==> config.mk <==
export PLATFORM = sky130hd
export DESIGN_NAME = pipeline_if
export DESIGN_NICKNAME = d
export VERILOG_FILES = /design/src/rtl/pipeline_if.sv
export SDC_FILE = /design/constraint.sdc
export NUM_CORES = 1
export LEC_CHECK = 0
export ABC_AREA = 1
export CAP_MARGIN = 20
export CELL_PAD_IN_SITES_DETAIL_PLACEMENT = 1
export CELL_PAD_IN_SITES_GLOBAL_PLACEMENT = 1
export CORE_ASPECT_RATIO = 2
export CORE_MARGIN = 10
export CORE_UTILIZATION = 40
export DETAILED_ROUTE_END_ITERATION = 8
export PLACE_DENSITY = 0.94
export SYNTH_ARGS = -nofsm -noshare
export SYNTH_HDL_FRONTEND = slang
export SYNTH_SLANG_ARGS = --single-unit
==> constraint.sdc <==
create_clock -name clk -period 3.2 [get_ports clk]
set_input_delay 0.64 -clock clk [delete_from_list [all_inputs] [get_ports clk]]
set_output_delay 0.64 -clock clk [all_outputs]
set_load 0.02 [all_outputs]
==> src/rtl/pipeline_if.sv <==
// pipeline_if: instruction-fetch stage with req/ack memory port and IF/ID register.
// Optional direct-mapped I-cache enabled by defining IF_ICACHE_EN.
module pipeline_if #(
    parameter logic [31:0] RESET_PC     = 32'h0000_0000,
    parameter int          ICACHE_LINES = 64
) (
    input  logic        clk,
    input  logic        rst,
    input  logic        rdy,
    input  logic [4:0]  stall_i,
    input  logic [4:0]  flush_i,
    input  logic        br_e_i,
    input  logic [31:0] br_addr_i,
    output logic        mem_req_o,
    output logic [31:0] mem_addr_o,
    input  logic        mem_ack_i,
    input  logic [31:0] mem_data_i,
    output logic [31:0] inst_o,
    output logic [31:0] pc_o
);

    typedef enum logic {
        S_IDLE,
        S_FETCH
    } state_t;

    state_t      r_state;
    state_t      w_state_nxt;

    logic [31:0] r_pc;
    logic        r_req;
    logic [31:0] r_addr;
    logic        r_discard;
    logic [31:0] r_inst;
    logic [31:0] r_pc_o;
    logic        r_hold_v;
    logic [31:0] r_hold_inst;
    logic [31:0] r_hold_pc;

    logic [31:0] w_pc_nxt;
    logic        w_req_nxt;
    logic [31:0] w_addr_nxt;
    logic        w_discard_nxt;
    logic [31:0] w_inst_nxt;
    logic [31:0] w_pc_o_nxt;
    logic        w_hold_v_nxt;
    logic [31:0] w_hold_inst_nxt;
    logic [31:0] w_hold_pc_nxt;

    logic        w_kill;
    logic        w_redirect;
    logic        w_go;
    logic        w_mem_ok;
    logic        w_hit;
    logic        w_hit_ok;
    logic        w_word_ok;
    logic [31:0] w_word;
    logic [31:0] w_word_pc;
    logic [31:0] w_cdata;
    logic        w_unused;

    // A flush kills the in-flight fetch even when the PC itself is stalled.
    assign w_kill     = br_e_i | flush_i[1];
    assign w_redirect = br_e_i | (flush_i[1] & ~stall_i[0]);
    assign w_go       = (r_state == S_IDLE) & ~stall_i[0]
                      & ~r_hold_v & ~w_kill;
    assign w_mem_ok   = (r_state == S_FETCH) & mem_ack_i
                      & ~r_discard & ~w_kill;
    assign w_hit_ok   = w_go & w_hit;
    assign w_word_ok  = w_mem_ok | w_hit_ok;
    assign w_word     = w_hit_ok ? w_cdata : mem_data_i;
    assign w_word_pc  = w_hit_ok ? r_pc : r_addr;

`ifdef IF_ICACHE_EN
    localparam int IW = $clog2(ICACHE_LINES);
    localparam int TW = 32 - IW - 2;

    logic [ICACHE_LINES-1:0] r_cvalid;
    logic [31:0]             r_cdata [ICACHE_LINES];
    logic [TW-1:0]           r_ctag  [ICACHE_LINES];
    logic [IW-1:0]           w_ridx;
    logic [IW-1:0]           w_widx;

    assign w_ridx  = r_pc[IW+1:2];
    assign w_widx  = r_addr[IW+1:2];
    assign w_cdata = r_cdata[w_ridx];
    assign w_hit   = r_cvalid[w_ridx]
                   & (r_ctag[w_ridx] == r_pc[31:IW+2]);

    always_ff @(posedge clk) begin
        if (rst) begin
            r_cvalid <= '0;
        end else if (rdy && w_mem_ok) begin
            r_cvalid[w_widx] <= 1'b1;
        end
    end

    // Data and tag arrays need no reset; the valid bits gate them.
    always_ff @(posedge clk) begin
        if (rdy && w_mem_ok) begin
            r_cdata[w_widx] <= mem_data_i;
            r_ctag[w_widx]  <= r_addr[31:IW+2];
        end
    end

    assign w_unused = ^{stall_i[4:2], flush_i[4:2], flush_i[0]};
`else
    logic [31:0] w_unused_lines;

    assign w_hit          = 1'b0;
    assign w_cdata        = 32'h0;
    assign w_unused_lines = ICACHE_LINES;
    assign w_unused       = ^{stall_i[4:2], flush_i[4:2], flush_i[0],
                              w_unused_lines};
`endif

    always_ff @(posedge clk) begin
        if (rst) begin
            r_state     <= S_IDLE;
            r_pc        <= RESET_PC;
            r_req       <= 1'b0;
            r_addr      <= 32'h0;
            r_discard   <= 1'b0;
            r_inst      <= 32'h0;
            r_pc_o      <= 32'h0;
            r_hold_v    <= 1'b0;
            r_hold_inst <= 32'h0;
            r_hold_pc   <= 32'h0;
        end else if (rdy) begin
            r_state     <= w_state_nxt;
            r_pc        <= w_pc_nxt;
            r_req       <= w_req_nxt;
            r_addr      <= w_addr_nxt;
            r_discard   <= w_discard_nxt;
            r_inst      <= w_inst_nxt;
            r_pc_o      <= w_pc_o_nxt;
            r_hold_v    <= w_hold_v_nxt;
            r_hold_inst <= w_hold_inst_nxt;
            r_hold_pc   <= w_hold_pc_nxt;
        end
    end

    always_comb begin
        w_state_nxt   = r_state;
        w_req_nxt     = r_req;
        w_addr_nxt    = r_addr;
        w_discard_nxt = r_discard;
        unique case (r_state)
            S_IDLE: begin
                if (w_go && !w_hit) begin
                    w_state_nxt = S_FETCH;
                    w_req_nxt   = 1'b1;
                    w_addr_nxt  = r_pc;
                end
            end
            S_FETCH: begin
                if (mem_ack_i) begin
                    w_state_nxt   = S_IDLE;
                    w_req_nxt     = 1'b0;
                    w_discard_nxt = 1'b0;
                end else if (w_kill) begin
                    w_discard_nxt = 1'b1;
                end
            end
            default: begin
                w_state_nxt = S_IDLE;
                w_req_nxt   = 1'b0;
            end
        endcase
    end

    always_comb begin
        w_pc_nxt = r_pc;
        if (w_redirect) begin
            w_pc_nxt = br_addr_i;
        end else if (w_word_ok) begin
            w_pc_nxt = r_pc + 32'd4;
        end
    end

    // IF/ID register and its single-entry overflow buffer.
    always_comb begin
        w_inst_nxt      = r_inst;
        w_pc_o_nxt      = r_pc_o;
        w_hold_v_nxt    = r_hold_v;
        w_hold_inst_nxt = r_hold_inst;
        w_hold_pc_nxt   = r_hold_pc;
        if (flush_i[1]) begin
            w_inst_nxt   = 32'h0;
            w_hold_v_nxt = 1'b0;
        end else if (stall_i[1]) begin
            if (w_word_ok) begin
                w_hold_v_nxt    = 1'b1;
                w_hold_inst_nxt = w_word;
                w_hold_pc_nxt   = w_word_pc;
            end
        end else if (r_hold_v) begin
            w_inst_nxt   = r_hold_inst;
            w_pc_o_nxt   = r_hold_pc;
            w_hold_v_nxt = 1'b0;
        end else if (w_word_ok) begin
            w_inst_nxt = w_word;
            w_pc_o_nxt = w_word_pc;
        end else begin
            w_inst_nxt = 32'h0;
        end
    end

    assign mem_req_o  = r_req;
    assign mem_addr_o = r_addr;
    assign inst_o     = r_inst;
    assign pc_o       = r_pc_o;

endmodule

; ---- Yosys cells after proc, flatten, opt, wreduce, memory -nomap -nowiden
; Cells that the tools add are included.
[classes]
n_addsub = 1
eq_ne = 4
muxes = 19
bitwise_logic = 16
n_reduce_logical = 11
[op_table]
columns = op, n
row1 = 2-to-1 mux 32 bit, 8
row2 = adder 32 x 3 -> 32 bit (second input constant), 1
row3 = 2-to-1 mux 1 bit, 9
row4 = AND reduction 3 bit, 3
row5 = AND reduction 4 bit, 2
row6 = AND 1 bit, 7
row7 = inverter 1 bit, 7
row8 = AND reduction 2 bit, 3
row9 = nonzero test 2 bit, 3
row10 = inequality test 2 bit (second input constant), 2
row11 = case mux 1 bit (2 select lines), 2
row12 = inequality test 3 x 1 -> 1 bit (second input constant), 1
row13 = inequality test 2 x 1 -> 1 bit (second input constant), 1
row14 = OR 1 bit, 2
[totals]
ff_bits = 196
inputBits = 79
out_inout_bits = 97

; ---- Longest topological paths before layout
[logic_depth]
word_depth = 7
ltp_mapped = 11
depth_no_buf = 11

; ---- Least setup slack after synthesis
; OpenSTA, ideal clock, no wires.
[synth_timing]
path_type = in2reg
startpoint = input flush_i[1]
endpoint = register r_hold_inst[10]
t_arrival_ps = 1625
setup_slack_ps = 1458
path_stages = 8
n_path_buf = 2
cell_sequence = nor2_2 -> nand2_4 -> nor2_8 -> inv_4 -> nor2_8 -> buf_8 -> buf_4 -> a21oi_2
[synth_via]
elab_chain_cells = 4
elab_cells_between_ends = 5
classes_between = 4 x bitwise / 1 x reduce/logical
[synth_lines]
columns = item, line_no
row1 = from (decl), 11  ; input logic [4:0] flush_i,
row2 = OR 1 bit, 63  ; assign w_kill = br_e_i | flush_i[1];
row3 = inverter 1 bit, 68  ; & ~r_discard & ~w_kill;
row4 = AND 1 bit, 68
row5 = AND reduction 4 bit (no line) *, n/a
row6 = to (signal assigned), 138  ; r_hold_inst <= w_hold_inst_nxt;
row7 = to (decl), 37  ; logic [31:0] r_hold_inst;
; Mark *: on every way between the ends. The rest lies on a longest branch, timed or not.
; A chain may end at the register's enable or synchronous reset.

; ---- Worst setup path after layout
[layout_timing]
startpoint = input rdy
endpoint = register r_hold_pc[28]
[layout_via]
elab_chain_cells = 1
[layout_lines]
columns = item, line_no
row1 = from (decl), 9  ; input logic rdy,
row2 = AND reduction 4 bit (no line), n/a
row3 = to (signal assigned), 139  ; r_hold_pc <= w_hold_pc_nxt;
row4 = to (decl), 38  ; logic [31:0] r_hold_pc;
; No other way between the ends.

==> Implementation_results.wiki <==
{| class="wikitable"
! Metric !! Value
|-
| Outcome || finished, final reports clean
|-
| Share of total power in combinational logic || 8.2%
|-
| Multiplexer area fraction after synthesis || 0%
|-
| Number of buffer cells added on primary ports || around 170
|-
| Number of antenna violations at the first check in global routing || 0
|-
| Global Route Usage Sum || between 20% and 30%
|-
| Placeable core area || around 21000 um^2
|-
| Number of inserted diodes || 0
|-
| Die X-Extent || approximately 120 um
|-
| Count of routing violations after the opening detailed-route iteration || a little under 500
|-
| Combinational family with the most area after synthesis || simple AND/OR/NAND/NOR gates
|-
| Setup violation total in the final timing report || 0
|-
| Routed Antenna Nets || 0
|-
| Sw frac || a little over a quarter
|-
| Max-slew violation total from the final report || 0
|-
| Crit path arrival time || ~2900 ps
|-
| Area of the die || ~28000 um^2
|-
| Clock Latency Late Sink || between 400 and 500 ps
|-
| Post-Syn Instances || 1202
|-
| Hold_buf cts || 0
|-
| Register clock-pin slew on the reported worst setup and hold paths || about 70 ps
|-
| First-pass GRT wire length || 51.29 mm
|-
| Mapped Nets || ~1300
|-
| Top fanout value on the critical path || 20
|-
| Via count of the first global-routing pass || between 9000 and 10000
|-
| Max capacitance violation total || 0
|-
| Buffer count from post-CTS setup fixing || 0
|-
| Number of synthesized flops with an enable pin || 0
|-
| Critical Path Start Type || input port
|-
| Slew Limit Headroom || approximately two fifths
|-
| Top FF cell, synth || sky130_fd_sc_hd__dfxtp_1
|-
| Layout net count || approximately 1400
|-
| Number of vias per cell || 5.556
|-
| Total clock buffers created by CTS || 17
|-
| Sequential share of power || roughly 50%
|-
| TritonCTS clock tree || yes
|-
| Vias after detailed routing || 8990
|-
| Type of the setup path with the least slack || input port to register
|-
| Syn avg cell area || just over 7 um^2
|-
| Most used cells in the layout excluding fill and tap cells || sky130_fd_sc_hd__nand2_1, sky130_fd_sc_hd__dfxtp_1, sky130_fd_sc_hd__clkdlybuf4s50_1
|-
| Routed wirelength normalized by instance count || 19.98 um
|-
| Ports placed on the boundary || 176
|-
| Clock root buffer || sky130_fd_sc_hd__clkbuf_16
|-
| Netlist Area Pre-Place || roughly 8600 um^2
|-
| Fin. Hold Viols || 0
|-
| Worst hold-check path type || register to register
|-
| WP data required || 3540 ps
|-
| Yosys warning count || 0
|-
| Standard-cell rows || 76
|-
| Number of detailed-route iterations in the first pass || 7
|-
| Layout overhead on the synthesized area || 27.98%
|-
| Most common cell after layout, fill and taps aside || sky130_fd_sc_hd__nand2_1
|-
| Leakage power || about 4.0 nW
|-
| Clock Sink Count || about 200
|-
| Util after Layout || about half
|-
| Number of flip-flops and latches in the synthesized netlist || around 200
|-
| Total power divided by cell area || between 400 and 500 nW/um^2
|-
| Max Fclk || 0.3952 GHz
|-
| Simple-gate share of the synthesized area || around 24%
|-
| HPWL after detailed placement || 22.80 mm
|-
| Vertical die dimension || between 200 and 250 um
|-
| Initial Util || between 40% and 50%
|-
| GRT Residual Overflow || 0
|-
| Internal portion of total power || approximately 3.7 mW
|-
| Share of total power in the clock network || 41.2%
|-
| Asr flop ratio synth || 0%
|-
| Total Routed Length || about 32 mm
|-
| Fillers || 2713
|-
| Setup repair after global routing missed its margin || no
|-
| Complex-gate fraction of the synthesized area || between 20 and 25%
|-
| Fin Setup TNS || 0 ps
|-
| Post-detailed-placement cell area || ~11000 um^2
|-
| Adder and majority cell fraction of the synthesized area || less than 1%
|-
| Sequential area share after synthesis || 45.41%
|-
| Routability cong. || approximately 0.91
|-
| Clock Tree Buf Depth || 2
|-
| Detailed-route DRC error count || 0
|-
| Setup Skew || ~11 ps
|-
| Capturing element type of the critical path || register
|-
| Power Total || about 5.0 mW
|-
| Unique masters post-synth || 34
|-
| H-tree Lvls || 4
|-
| Synth Area in XOR/XNOR || 0%
|-
| Post-route clock period utilization || between 70 and 80%
|-
| Final critical path time including I/O delays and setup || about 2500 ps
|-
| Transition time at the pin with the least slew margin || roughly 900 ps
|-
| Net Switching || between 1 and 1.5 mW
|-
| Layout cell share with drive strength beyond 1 || under 10%
|-
| Peak ir drop on the vdd network || 256.8 uV
|-
| Total non-filler cell area in the finished layout || ~11000 um^2
|-
| Largest net degree at the start of global routing || 90
|-
| Count of cells resized by post-cts repair || 0
|}
[stage by stage]
step                worst slack (ps)  instances  hold WS [ps]
finish                         669.4       1618         472.8
global route                   572.9       1618         497.5
CTS                            722.3       1618         476.1
detailed placement             295.9       1586         463.6
global placement               423.8       1586         456.7
floorplan                       1458       1202         447.6
[logic make-up (layout without fill, tap and decap cells)]
group,Yosys count,after routing
AO/OA/AOI/OAI,340,340
flip-flops,196,196
AND/OR/NAND/NOR,505,505
adder cells (fa/ha/maj),1,1
buffers and inverters,160,303
[worst max-delay path, stage by stage]
cell	delay [ps]
sky130_fd_sc_hd__clkdlybuf4s50_1	630
sky130_fd_sc_hd__inv_1	250
sky130_fd_sc_hd__nor2_8	250
sky130_fd_sc_hd__inv_4	120
sky130_fd_sc_hd__nor2_8	370
sky130_fd_sc_hd__inv_2	290
sky130_fd_sc_hd__nor2_1	240
sky130_fd_sc_hd__nor2_1	70
[cell usage after synthesis (3+ instances only)]
library cell	n	share of area, %
sky130_fd_sc_hd__buf_1	4	0.17
sky130_fd_sc_hd__a21oi_2	36	3.6
sky130_fd_sc_hd__and2_1	3	0.22
sky130_fd_sc_hd__buf_6	7	0.91
sky130_fd_sc_hd__dfxtp_1	196	45
sky130_fd_sc_hd__nand3_1	70	4.1
sky130_fd_sc_hd__o31ai_1	7	0.61
sky130_fd_sc_hd__inv_1	78	3.4
sky130_fd_sc_hd__o211ai_1	6	0.52
sky130_fd_sc_hd__buf_4	5	0.43
sky130_fd_sc_hd__a31oi_1	35	2.5
sky130_fd_sc_hd__inv_2	4	0.17
sky130_fd_sc_hd__nor2_2	4	0.29
sky130_fd_sc_hd__nand3b_1	3	0.26
sky130_fd_sc_hd__nor2_1	119	5.2
sky130_fd_sc_hd__o21ai_1	38	2.2
sky130_fd_sc_hd__nand2_1	295	13
sky130_fd_sc_hd__a21oi_1	83	4.8
sky130_fd_sc_hd__clkbuf_1	45	2.0
sky130_fd_sc_hd__buf_2	12	0.70
sky130_fd_sc_hd__o21ai_0	134	7.8
[flip-flops by register name, indices dropped and copies added, names as in the netlist]
register	count
inst_o	32
r_hold_pc	32
mem_req_o	1
pc_o	32
r_hold_inst	32
r_pc	32
r_state	1
r_discard	1
mem_addr_o	32
r_hold_v	1
[worst paths after layout]
check / to / slack [ps] / cells past startpoint / startpoint
setup reg to reg: r_hold_pc[28]$_SDFFE_PP0P_ / 1060 / 9 / r_state$_SDFFE_PP0P_
setup / recovery: r_hold_pc[28]$_SDFFE_PP0P_ / 670 / 8 / rdy
hold reg to reg: inst_o[28]$_SDFFE_PP0P_ / 470 / 2 / inst_o[28]$_SDFFE_PP0P_
hold / removal: inst_o[28]$_SDFFE_PP0P_ / 470 / 2 / inst_o[28]$_SDFFE_PP0P_
[power by group through the flow]
stage,logic [mW],registers [mW],clock network (mW)
after floorplan,0.198,2.58,0
after global placement,0.392,2.58,0
after detailed placement,0.407,2.58,0
after CTS,0.413,2.52,2.08
after global routing,0.452,2.53,2.18
final,0.411,2.53,2.06
[layout make-up]
cell class / instances / area (um^2) / share of cell area, %
inverters: 84 / 320.3 / 2.897
repair buffers: 187 / 1912 / 17.29
clock buffers: 17 / 425.4 / 3.847
well taps: 273 / 341.6 / 3.089
flip-flops and latches: 196 / 3925 / 35.49
multi-input cells: 846 / 4014 / 36.30
clock inverters: 15 / 120.1 / 1.086
[routing by layer]
layer	share of wire, %	wire length [um]	track usage [%]
met4	7.8	2524	17.50
met2	52	16650	40.40
met1	36	11770	22.66
met5	0	0	0
met3	4.3	1386	3.909
No activity file was read; power rests on OpenSTA's default activity.
